$ cat src/rtl/uart_host_port.sv
// uart_host_port: host-side initiator for the UART register port.
// Bridges TX/RX byte streams (4-deep FIFOs) onto config/status/data strobes.
module uart_host_port (
    input  logic       clk,
    input  logic       rst,
    input  logic [7:0] cfg,
    input  logic       cfg_load,
    input  logic [7:0] tx_data,
    input  logic       tx_valid,
    output logic       tx_ready,
    output logic [7:0] rx_data,
    output logic       rx_valid,
    input  logic       rx_ready,
    output logic [2:0] err,
    input  logic       err_clr,
    input  logic       uart_int,
    input  logic [7:0] udo,
    output logic [7:0] writes,
    output logic [7:0] reads,
    output logic [7:0] udi
);

    typedef enum logic [2:0] {CFG, IDLE, STAT, RDATA, WDATA} state_t;

    state_t     state, nxt;
    logic       booted, int_pend, rx_hold;
    logic [7:0] tx_mem [4];
    logic [7:0] rx_mem [4];
    logic [1:0] tx_rd, tx_wr, rx_rd, rx_wr;
    logic [2:0] tx_cnt, rx_cnt;
    logic       tx_push, tx_pop, rx_push, rx_pop;
    logic       tx_empty, rx_full;

    assign tx_empty = (tx_cnt == 3'd0);
    assign rx_full  = (rx_cnt == 3'd4);
    assign tx_ready = (tx_cnt != 3'd4);
    assign rx_valid = (rx_cnt != 3'd0);
    assign rx_data  = rx_mem[rx_rd];
    assign tx_push  = tx_valid && tx_ready;
    assign tx_pop   = (state == WDATA);
    assign rx_push  = (state == RDATA);
    assign rx_pop   = rx_valid && rx_ready;

    // Raw uart_int and same-cycle TX push are looked at so IDLE polls next cycle.
    always_comb begin
        nxt = state;
        case (state)
            CFG:   nxt = booted ? IDLE : CFG;
            IDLE: begin
                if (cfg_load)
                    nxt = CFG;
                else if (int_pend || uart_int || !tx_empty || tx_push
                         || (rx_hold && !rx_full))
                    nxt = STAT;
            end
            STAT: begin
                if (udo[0] && !rx_full)
                    nxt = RDATA;
                else if (udo[1] && !tx_empty)
                    nxt = WDATA;
                else
                    nxt = IDLE;
            end
            RDATA: nxt = IDLE;
            WDATA: nxt = IDLE;
            default: nxt = CFG;
        endcase
    end

    always_ff @(posedge clk or posedge rst) begin
        if (rst) begin
            state    <= CFG;
            booted   <= 1'b0;
            writes   <= 8'h00;
            reads    <= 8'h00;
            udi      <= 8'h00;
            int_pend <= 1'b0;
            rx_hold  <= 1'b0;
            err      <= 3'b000;
            tx_rd    <= 2'd0;
            tx_wr    <= 2'd0;
            tx_cnt   <= 3'd0;
            rx_rd    <= 2'd0;
            rx_wr    <= 2'd0;
            rx_cnt   <= 3'd0;
        end else begin
            state  <= nxt;
            booted <= 1'b1;
            writes <= 8'h00;
            reads  <= 8'h00;
            udi    <= 8'h00;
            case (nxt)
                CFG: begin
                    writes <= 8'h40;
                    udi    <= cfg;
                end
                STAT:  reads <= 8'h02;
                RDATA: reads <= 8'h01;
                WDATA: begin
                    writes <= 8'h01;
                    udi    <= tx_mem[tx_rd];
                end
                default: ;
            endcase

            if (uart_int)
                int_pend <= 1'b1;
            else if (nxt == STAT)
                int_pend <= 1'b0;

            err <= (err_clr ? 3'b000 : err)
                 | ((state == STAT) ? udo[4:2] : 3'b000);

            if (state == STAT)
                rx_hold <= udo[0] && rx_full;
            else if (state == RDATA)
                rx_hold <= 1'b0;

            if (tx_push) tx_wr <= tx_wr + 2'd1;
            if (tx_pop)  tx_rd <= tx_rd + 2'd1;
            tx_cnt <= tx_cnt + {2'b00, tx_push} - {2'b00, tx_pop};

            if (rx_push) rx_wr <= rx_wr + 2'd1;
            if (rx_pop)  rx_rd <= rx_rd + 2'd1;
            rx_cnt <= rx_cnt + {2'b00, rx_push} - {2'b00, rx_pop};
        end
    end

    always_ff @(posedge clk) begin
        if (tx_push) tx_mem[tx_wr] <= tx_data;
        if (rx_push) rx_mem[rx_wr] <= udo;
    end

endmodule

$ cat config.mk
export PLATFORM = sky130hd
export DESIGN_NAME = uart_host_port
export DESIGN_NICKNAME = d
export VERILOG_FILES = /design/src/rtl/uart_host_port.sv
export SDC_FILE = /design/constraint.sdc
export NUM_CORES = 1
export LEC_CHECK = 0
export ABC_CLOCK_PERIOD_IN_PS = 2250
export CAP_MARGIN = 20
export CORE_MARGIN = 4
export CORE_UTILIZATION = 50
export CTS_BUF_LIST = sky130_fd_sc_hd__clkbuf_8
export CTS_CLUSTER_DIAMETER = 100
export CTS_CLUSTER_SIZE = 30
export DETAILED_ROUTE_END_ITERATION = 12
export GPL_TIMING_DRIVEN = 1
export PLACE_DENSITY = 0.79
export SLEW_MARGIN = 20
export SYNTH_ARGS = -nofsm -noshare
export SYNTH_HDL_FRONTEND = slang
export SYNTH_SLANG_ARGS = --single-unit
$ cat constraint.sdc
create_clock -name clk -period 2.25 [get_ports clk]
set_input_delay 0.45 -clock clk [delete_from_list [all_inputs] [get_ports clk]]
set_output_delay 0.45 -clock clk [all_outputs]
set_load 0.01 [all_outputs]
==> reports/summary.log, run 1 <==
[sta] period utilization 96.6%
[power] proportion of power drawn by the clock network 19.0%
[drt] mean number of vias per cell 5.05
[placement] number of instances in the placed design 417
[grt] remaining global-route overflow 0
[sta] tightest hold margin 0.482 ns
[logic_synthesis] portion of the post-synthesis area used by sequential elements 67.8%
[worst_setup_path] CP required 2.53 ns
[drt] first drt pass iteration count 4
[placement] instance area at placement 4810 µm²
[grt] total global-route track usage 15.4%
[sta] post-layout minimum cycle time 2.17 ns
[clocking] buffers from clock root to sink, at most 2
[floorplan] num ports 68
[worst_setup_path] critical path data arrival time 2.45 ns
[clocking] clock-pin slew reported for the worst setup and hold paths after clock tree synthesis 0.11 ns
[grt] initial antenna violation count 0
[worst_setup_path] FF-to-FF setup slack 0.08 ns
[clocking] number of CTS-inserted buffers 9
[power] leakage power 1.98 nW
[sta] slew margin rel. 59.5%
[power] power per standard cell area 1140 nW/µm²
[grt] first-pass GRT wire length 11.5 mm
[worst_setup_path] Setup CP Type flop to flop
[sta] sum of negative setup slack 0 ns
[worst_setup_path] FF-to-FF path depth 9
[floorplan] Starting Density 52.3%
[min_path] Hold Path Class primary input to asynchronous set/reset pin
[finish] area used by sequential logic in the layout 2800 µm²
[sta] final setup skew 0.0116 ns
[clocking] Skew-Pair Late Insertion Delay 0.37 ns
[clocking] H-Tree Depth 3
[power] Net Sw Frac 32.0%
[clocking] cts-stage hold buffer count 0
[finish] post-layout instance count excluding filler cells 434
[run_status] result of the run completed
[worst_setup_path] launching point of the worst reg2reg path rx_cnt[0]
[logic_synthesis] number of enable-type register cells in the synthesized netlist 64
[floorplan] Core Area 7890 µm²
[grt] largest net degree at the start of global routing 36
[grt] via count of the first global-routing pass 2360
[finish] antenna diode count 0
[floorplan] Vert. Die Dim 98.8 µm
[placement] count of buffers inserted at the top-level ports 55
[finish] Layout fillers 581
[sta] count of pins over their slew limit 0
[finish] final-stage net count 372
[worst_setup_path] CP startpoint kind flop
[power] worst IR drop on VDD 0.555 mV
[finish] leading cell type in the layout, fill and taps excluded edfxtp_1
[worst_setup_path] most repeated library cell on the critical path inv_2
[drt] total wire length 7.17 mm
[placement] Final HPWL DP 5.14 mm
[finish] synthesis-to-finish area growth 21.9%
[clocking] clock sink count 99
[grt] met3 usage 4.32%
[worst_setup_path] crit end category flop
[power] total power consumption of the routed design 5.74 mW
[sta] number of failing setup endpoints in the final timing report 0
[grt] met1 demand-to-capacity share in global routing 19.1%
[flow_run] Max Cap Viol 0
[power] cell internal pwr 3.90 mW
[finish] commonest non-fill, non-tap cells in the layout 64 x edfxtp_1, 47 x clkdlybuf4s50_1, 34 x dfrtp_1
[worst_setup_path] Slowest Stage Delay on Critical Path 0.39 ns
[logic_synthesis] FFs w/ async S/R, synth 35.4%
[power] Psw 1.84 mW
[sta] fmax 460 MHz
[logic_synthesis] number of distinct library cell variants in the gate-level netlist after synthesis 43
[worst_setup_path] cells along the critical path or3_4 -> and2_4 -> ha_4 -> inv_2 -> ha_2 -> inv_2 -> fa_2 -> xnor2_2 -> xnor2_1
[finish] layout cell share with drive strength beyond 1 18.4%
[logic_synthesis] Synth Register Bits 99
[floorplan] number of core rows 32
[worst_setup_path] cell type of the slowest stage on the worst timing path dfrtp_1
[power] relative contribution of sequential cells to total power 46.6%
[logic_synthesis] Synth Instances 256
[logic_synthesis] most area-hungry cell type in the Yosys netlist edfxtp_1
[clocking] root buffer cell clkbuf_8
[drt] number of DRC violations after detailed routing 0
[logic_synthesis] post-synthesis cell area 4120 µm²
[logic_synthesis] most used flip-flop cell after synthesis edfxtp_1
[drt] WL/cell 16.5 µm
[grt] grt met2 use 25.5%
[clocking] CTS tree built
[placement] Place WS -0.154 ns
[drt] Vias 2190
[finish] Layout Utilization 63.8%
[power] share of total power in combinational logic 34.4%
[grt] peak-usage layer in the global routing report met2
[finish] multi-input gate area in the final layout 1160 µm²
[finish] total non-filler cell area in the finished layout 5030 µm²
[worst_setup_path] critical path peak fanout 2
[logic_synthesis] number of synthesis warnings 0
[sta] worst slew pin tran 0.608 ns
[placement] routability cong. 0.723
[worst_setup_path] terminus of the critical flop-to-flop path rx_cnt[2]
[floorplan] die extent in x 98.8 µm
[logic_synthesis] leading cell types by total area after synthesis edfxtp_1 47%, dfrtp_1 21%, mux4_2 8.7%
[sta] minimum setup slack in the final design 0.0755 ns
[logic_synthesis] portion of synthesized cell area occupied by the leading cell type 46.6%
[drt] remaining antenna violation count 0
[logic_synthesis] synthesized area per cell 16.1 µm²
[floorplan] Die Area 9770 µm²
[sta] hold violation count in the final report 0
[drt] Initial DRC Count 91
## flip-flops by register name (all words and copies together) (netlist names)
name,flops
rx_mem,32
tx_mem,32
udi,8
err,3
rx_cnt,3
state,3
tx_cnt,3
reads,2
rx_rd,2
rx_wr,2
tx_rd,2
tx_wr,2
writes,2
booted,1
int_pend,1
rx_hold,1
## repair_timing
item / in CTS / in global routing
endpoints found under the setup margin: 8 / 1
pin swaps: 0 / 5
resized for setup: 8 / 7
setup buffers: 0 / 1
gates cloned: 0 / 0
## power groups by stage
stage	clock network (mW)	registers (mW)	logic, mW
finish	1.09	2.67	1.98
global route	1.20	2.72	2.18
CTS	1.11	2.67	1.95
detailed placement	0	2.71	2.00
global placement	0	2.70	1.95
floorplan	0	2.62	1.24
## synth_stat cells (2+ instances only)
library cell  instances
mux4_2               16
conb_1                2
and3_1                4
a21oi_1               2
and2_1                7
o21ai_0               4
nor2_1                2
edfxtp_1             64
xor2_1                2
nor3b_1               2
buf_4                12
ha_1                 12
nand2_1              16
inv_1                27
buf_2                 3
xnor2_1               8
nor3_1                4
dfrtp_1              35
fa_1                  2
o32ai_1               9
## worst max-delay path, delay by kind of cell, from the launching register on
family,cells,cell delay (ns)
xor+xnor,2,0.31
fa+ha+maj,3,0.77
buf+inv,2,0.08
flops,1,0.39
simple gates,2,0.55
## layer usage
layer	vias to the layer above	part of all wire [%]
li1	1046	-
met1	1082	42
met2	52	51
met3	10	4.5
met4	0	1.5
met5	-	0
## logic make-up after synthesis
group	share of synthesized area [%]
flip-flops	67.8
buffers and inverters	5.92
AND/OR/NAND/NOR	5.76
AO/OA/AOI/OAI	4.55
multiplexers	9.01
adder cells (fa/ha/maj)	4.61
XOR/XNOR	2.12
other	0.182
## cell type report
type                            instances  share of cell area (%)
Clock buffer                            9                    2.46
Clock inverter                          7                    1.32
Inverter                               28                    2.09
Multi-Input combinational cell        121                    23.0
Sequential cell                        99                    55.7
Tap cell                              102                    2.54
Timing Repair Buffer                   68                    12.9
## how the worst max path moves through the flow
stage / from / slack (ns) / endpoint / depth (start not counted)
after floorplan: rx_cnt[1] / 0.004 / rx_cnt[2] / 9
after global placement: tx_valid / -0.12 / tx_cnt[2] / 10
after detailed placement: tx_valid / -0.15 / tx_cnt[2] / 10
after CTS: rx_cnt[1] / 0.009 / rx_cnt[2] / 9
after global routing: rx_cnt[0] / -0.003 / rx_cnt[2] / 9
final: rx_cnt[0] / 0.08 / rx_cnt[2] / 9
Power figures use the tool's default switching activity.
==> run 2: changes to the inputs <==
- CORE_MARGIN: 4 -> 2
==> run 2 against run 1 <==
Against the previous run:
- global-route usage up 1.9 points
- sequential cell count unchanged
- largest power group unchanged
- largest cell class unchanged
- cell count grew 0.92%
- design area is 0.90% higher
- register-to-register slack worse by 0.03 ns
- fmax is 1.4% lower
==> reports/summary.log, run 2 (synthesis results as in run 1) <==
[floorplan] num ports 68
[sta] minimum setup slack in the final design 0.0445 ns
[placement] routability cong. 0.751
[placement] Final HPWL DP 5.06 mm
[drt] Initial DRC Count 109
[finish] commonest non-fill, non-tap cells in the layout 64 x edfxtp_1, 47 x clkdlybuf4s50_1, 35 x dfrtp_1
[drt] Vias 2231
[sta] tightest hold margin 0.484 ns
[sta] fmax 453 MHz
[worst_setup_path] CP startpoint kind flop
[sta] hold violation count in the final report 0
[floorplan] Vert. Die Dim 94.8 µm
[worst_setup_path] critical path data arrival time 2.45 ns
[finish] layout cell share with drive strength beyond 1 17.7%
[sta] worst slew pin tran 0.584 ns
[finish] synthesis-to-finish area growth 23.0%
[drt] total wire length 7.25 mm
[drt] WL/cell 16.6 µm
[drt] number of DRC violations after detailed routing 0
[sta] slew margin rel. 61.1%
[finish] Layout fillers 634
[sta] final setup skew 0.00896 ns
[power] leakage power 2.00 nW
[drt] first drt pass iteration count 5
[clocking] clock-pin slew reported for the worst setup and hold paths after clock tree synthesis 0.09 ns
[finish] multi-input gate area in the final layout 1160 µm²
[finish] antenna diode count 0
[clocking] root buffer cell clkbuf_8
[finish] final-stage net count 373
[power] power per standard cell area 1170 nW/µm²
[worst_setup_path] cells along the critical path or3_4 -> and2_4 -> ha_4 -> inv_2 -> ha_2 -> inv_1 -> fa_2 -> xnor2_2 -> xnor2_1
[floorplan] die extent in x 94.8 µm
[drt] mean number of vias per cell 5.09
[clocking] CTS tree built
[run_status] result of the run completed
[worst_setup_path] CP required 2.49 ns
[sta] sum of negative setup slack 0 ns
[finish] registers with the most flip-flops rx_mem (32), tx_mem (32), udi (8)
[sta] post-layout minimum cycle time 2.21 ns
[worst_setup_path] FF-to-FF setup slack 0.04 ns
[worst_setup_path] critical path peak fanout 2
[grt] total global-route track usage 17.2%
[placement] count of buffers inserted at the top-level ports 55
[grt] via count of the first global-routing pass 2262
[finish] area used by sequential logic in the layout 2800 µm²
[placement] Place WS -0.142 ns
[worst_setup_path] terminus of the critical flop-to-flop path rx_cnt[2]
[worst_setup_path] crit end category flop
[finish] leading cell type in the layout, fill and taps excluded edfxtp_1
[worst_setup_path] Setup CP Type flop to flop
[floorplan] number of core rows 33
[worst_setup_path] Slowest Stage Delay on Critical Path 0.40 ns
[grt] remaining global-route overflow 0
[floorplan] Starting Density 51.0%
[worst_setup_path] family with the most delay on the worst path adder cells
[grt] first-pass GRT wire length 11.1 mm
[sta] period utilization 98.0%
[clocking] buffers from clock root to sink, at most 2
[grt] largest net degree at the start of global routing 36
[clocking] cts-stage hold buffer count 0
[worst_setup_path] cell type of the slowest stage on the worst timing path fa_2
[clocking] clock sink count 99
[floorplan] Core Area 8090 µm²
[clocking] H-Tree Depth 3
[drt] remaining antenna violation count 0
[flow_run] Max Cap Viol 0
[worst_setup_path] launching point of the worst reg2reg path rx_cnt[0]
[power] worst IR drop on VDD 0.600 mV
[sta] number of failing setup endpoints in the final timing report 0
[floorplan] Die Area 8990 µm²
[worst_setup_path] FF-to-FF path depth 9
[power] total power consumption of the routed design 5.93 mW
[worst_setup_path] Buf+Inv Stages, Crit Path 2
[clocking] Skew-Pair Late Insertion Delay 0.36 ns
[grt] initial antenna violation count 0
[finish] Layout Utilization 62.7%
[sta] count of pins over their slew limit 0
[clocking] number of CTS-inserted buffers 9
[min_path] Hold Path Class primary input to asynchronous set/reset pin
run 2: cell count changes in the layout (fill, tap and decap cells not counted):
cell | before | now
clkinv_4 | 1 | 0
buf_4 | 12 | 13
dfrtp_1 | 34 | 35
bufinv_16 | 0 | 2
clkinvlp_4 | 1 | 2
inv_1 | 25 | 27
inv_2 | 3 | 2
dfrtp_2 | 1 | 0
clkinv_2 | 1 | 0
inv_8 | 4 | 2
run 2: worst max-delay path by stage:
| stage | from | to | slack, ns | depth (start not counted) |
|---|---|---|---|---|
| floorplan | rx_cnt[1] | rx_cnt[2] | 0.004 | 9 |
| global placement | tx_valid | tx_cnt[2] | -0.1 | 10 |
| detailed placement | tx_valid | tx_cnt[2] | -0.14 | 10 |
| CTS | rx_cnt[1] | rx_cnt[2] | 0.01 | 9 |
| global route | rx_cnt[0] | rx_cnt[2] | -0.009 | 9 |
| finish | rx_cnt[0] | rx_cnt[2] | 0.04 | 9 |
run 2: stage by stage:
| stage | instances | area (µm²) |
|---|---|---|
| 2_1_floorplan | 267 | 4170 |
| 3_3_place_gp | 421 | 4830 |
| 3_5_place_dp | 421 | 4830 |
| 4_1_cts | 437 | 5040 |
| 5_1_grt | 438 | 5070 |
| 6_report | 438 | 5070 |
run 2: metal layers:
| metal | global-route usage, % | vias to the layer above | part of all wire [%] |
|---|---|---|---|
| met3 | 4.47 | 13 | 4.6 |
| met2 | 30.3 | 58 | 53 |
| met5 | 0 | - | 0 |
| li1 | - | 1046 | - |
| met4 | 6.88 | 0 | 2.3 |
| met1 | 20.2 | 1114 | 40 |
run 2: final cells by class:
class	count	area share, %
timing repair buffer	69	13.0
clock buffer	9	2.44
inverter	28	2.07
multi-input combinational	121	22.8
tap	105	2.59
sequential	99	55.1
clock inverter	7	2.00
run 2: repair_timing:
item | 4_1_cts | 5_1_grt
buffers inserted | 0 | 1
gates resized for setup | 8 | 5
endpoints found under the setup margin | 8 | 1
pin swaps | 0 | 3
gates cloned | 0 | 0
endpoints found under the hold margin | 0 | 0
run 2: worst reg2reg max path, delay by kind of cell, from the launching register on:
family | cells | cell delay (ns)
AND/OR/NAND/NOR | 2 | 0.56
XOR/XNOR | 2 | 0.27
adder cells (fa/ha/maj) | 3 | 0.78
buffers and inverters | 2 | 0.10
flip-flops | 1 | 0.39
run 2: power breakdown:
group,switching [mW],internal (mW)
clock,0.615,0.637
combinational,0.907,1.11
sequential,0.292,2.37
total,1.81,4.12
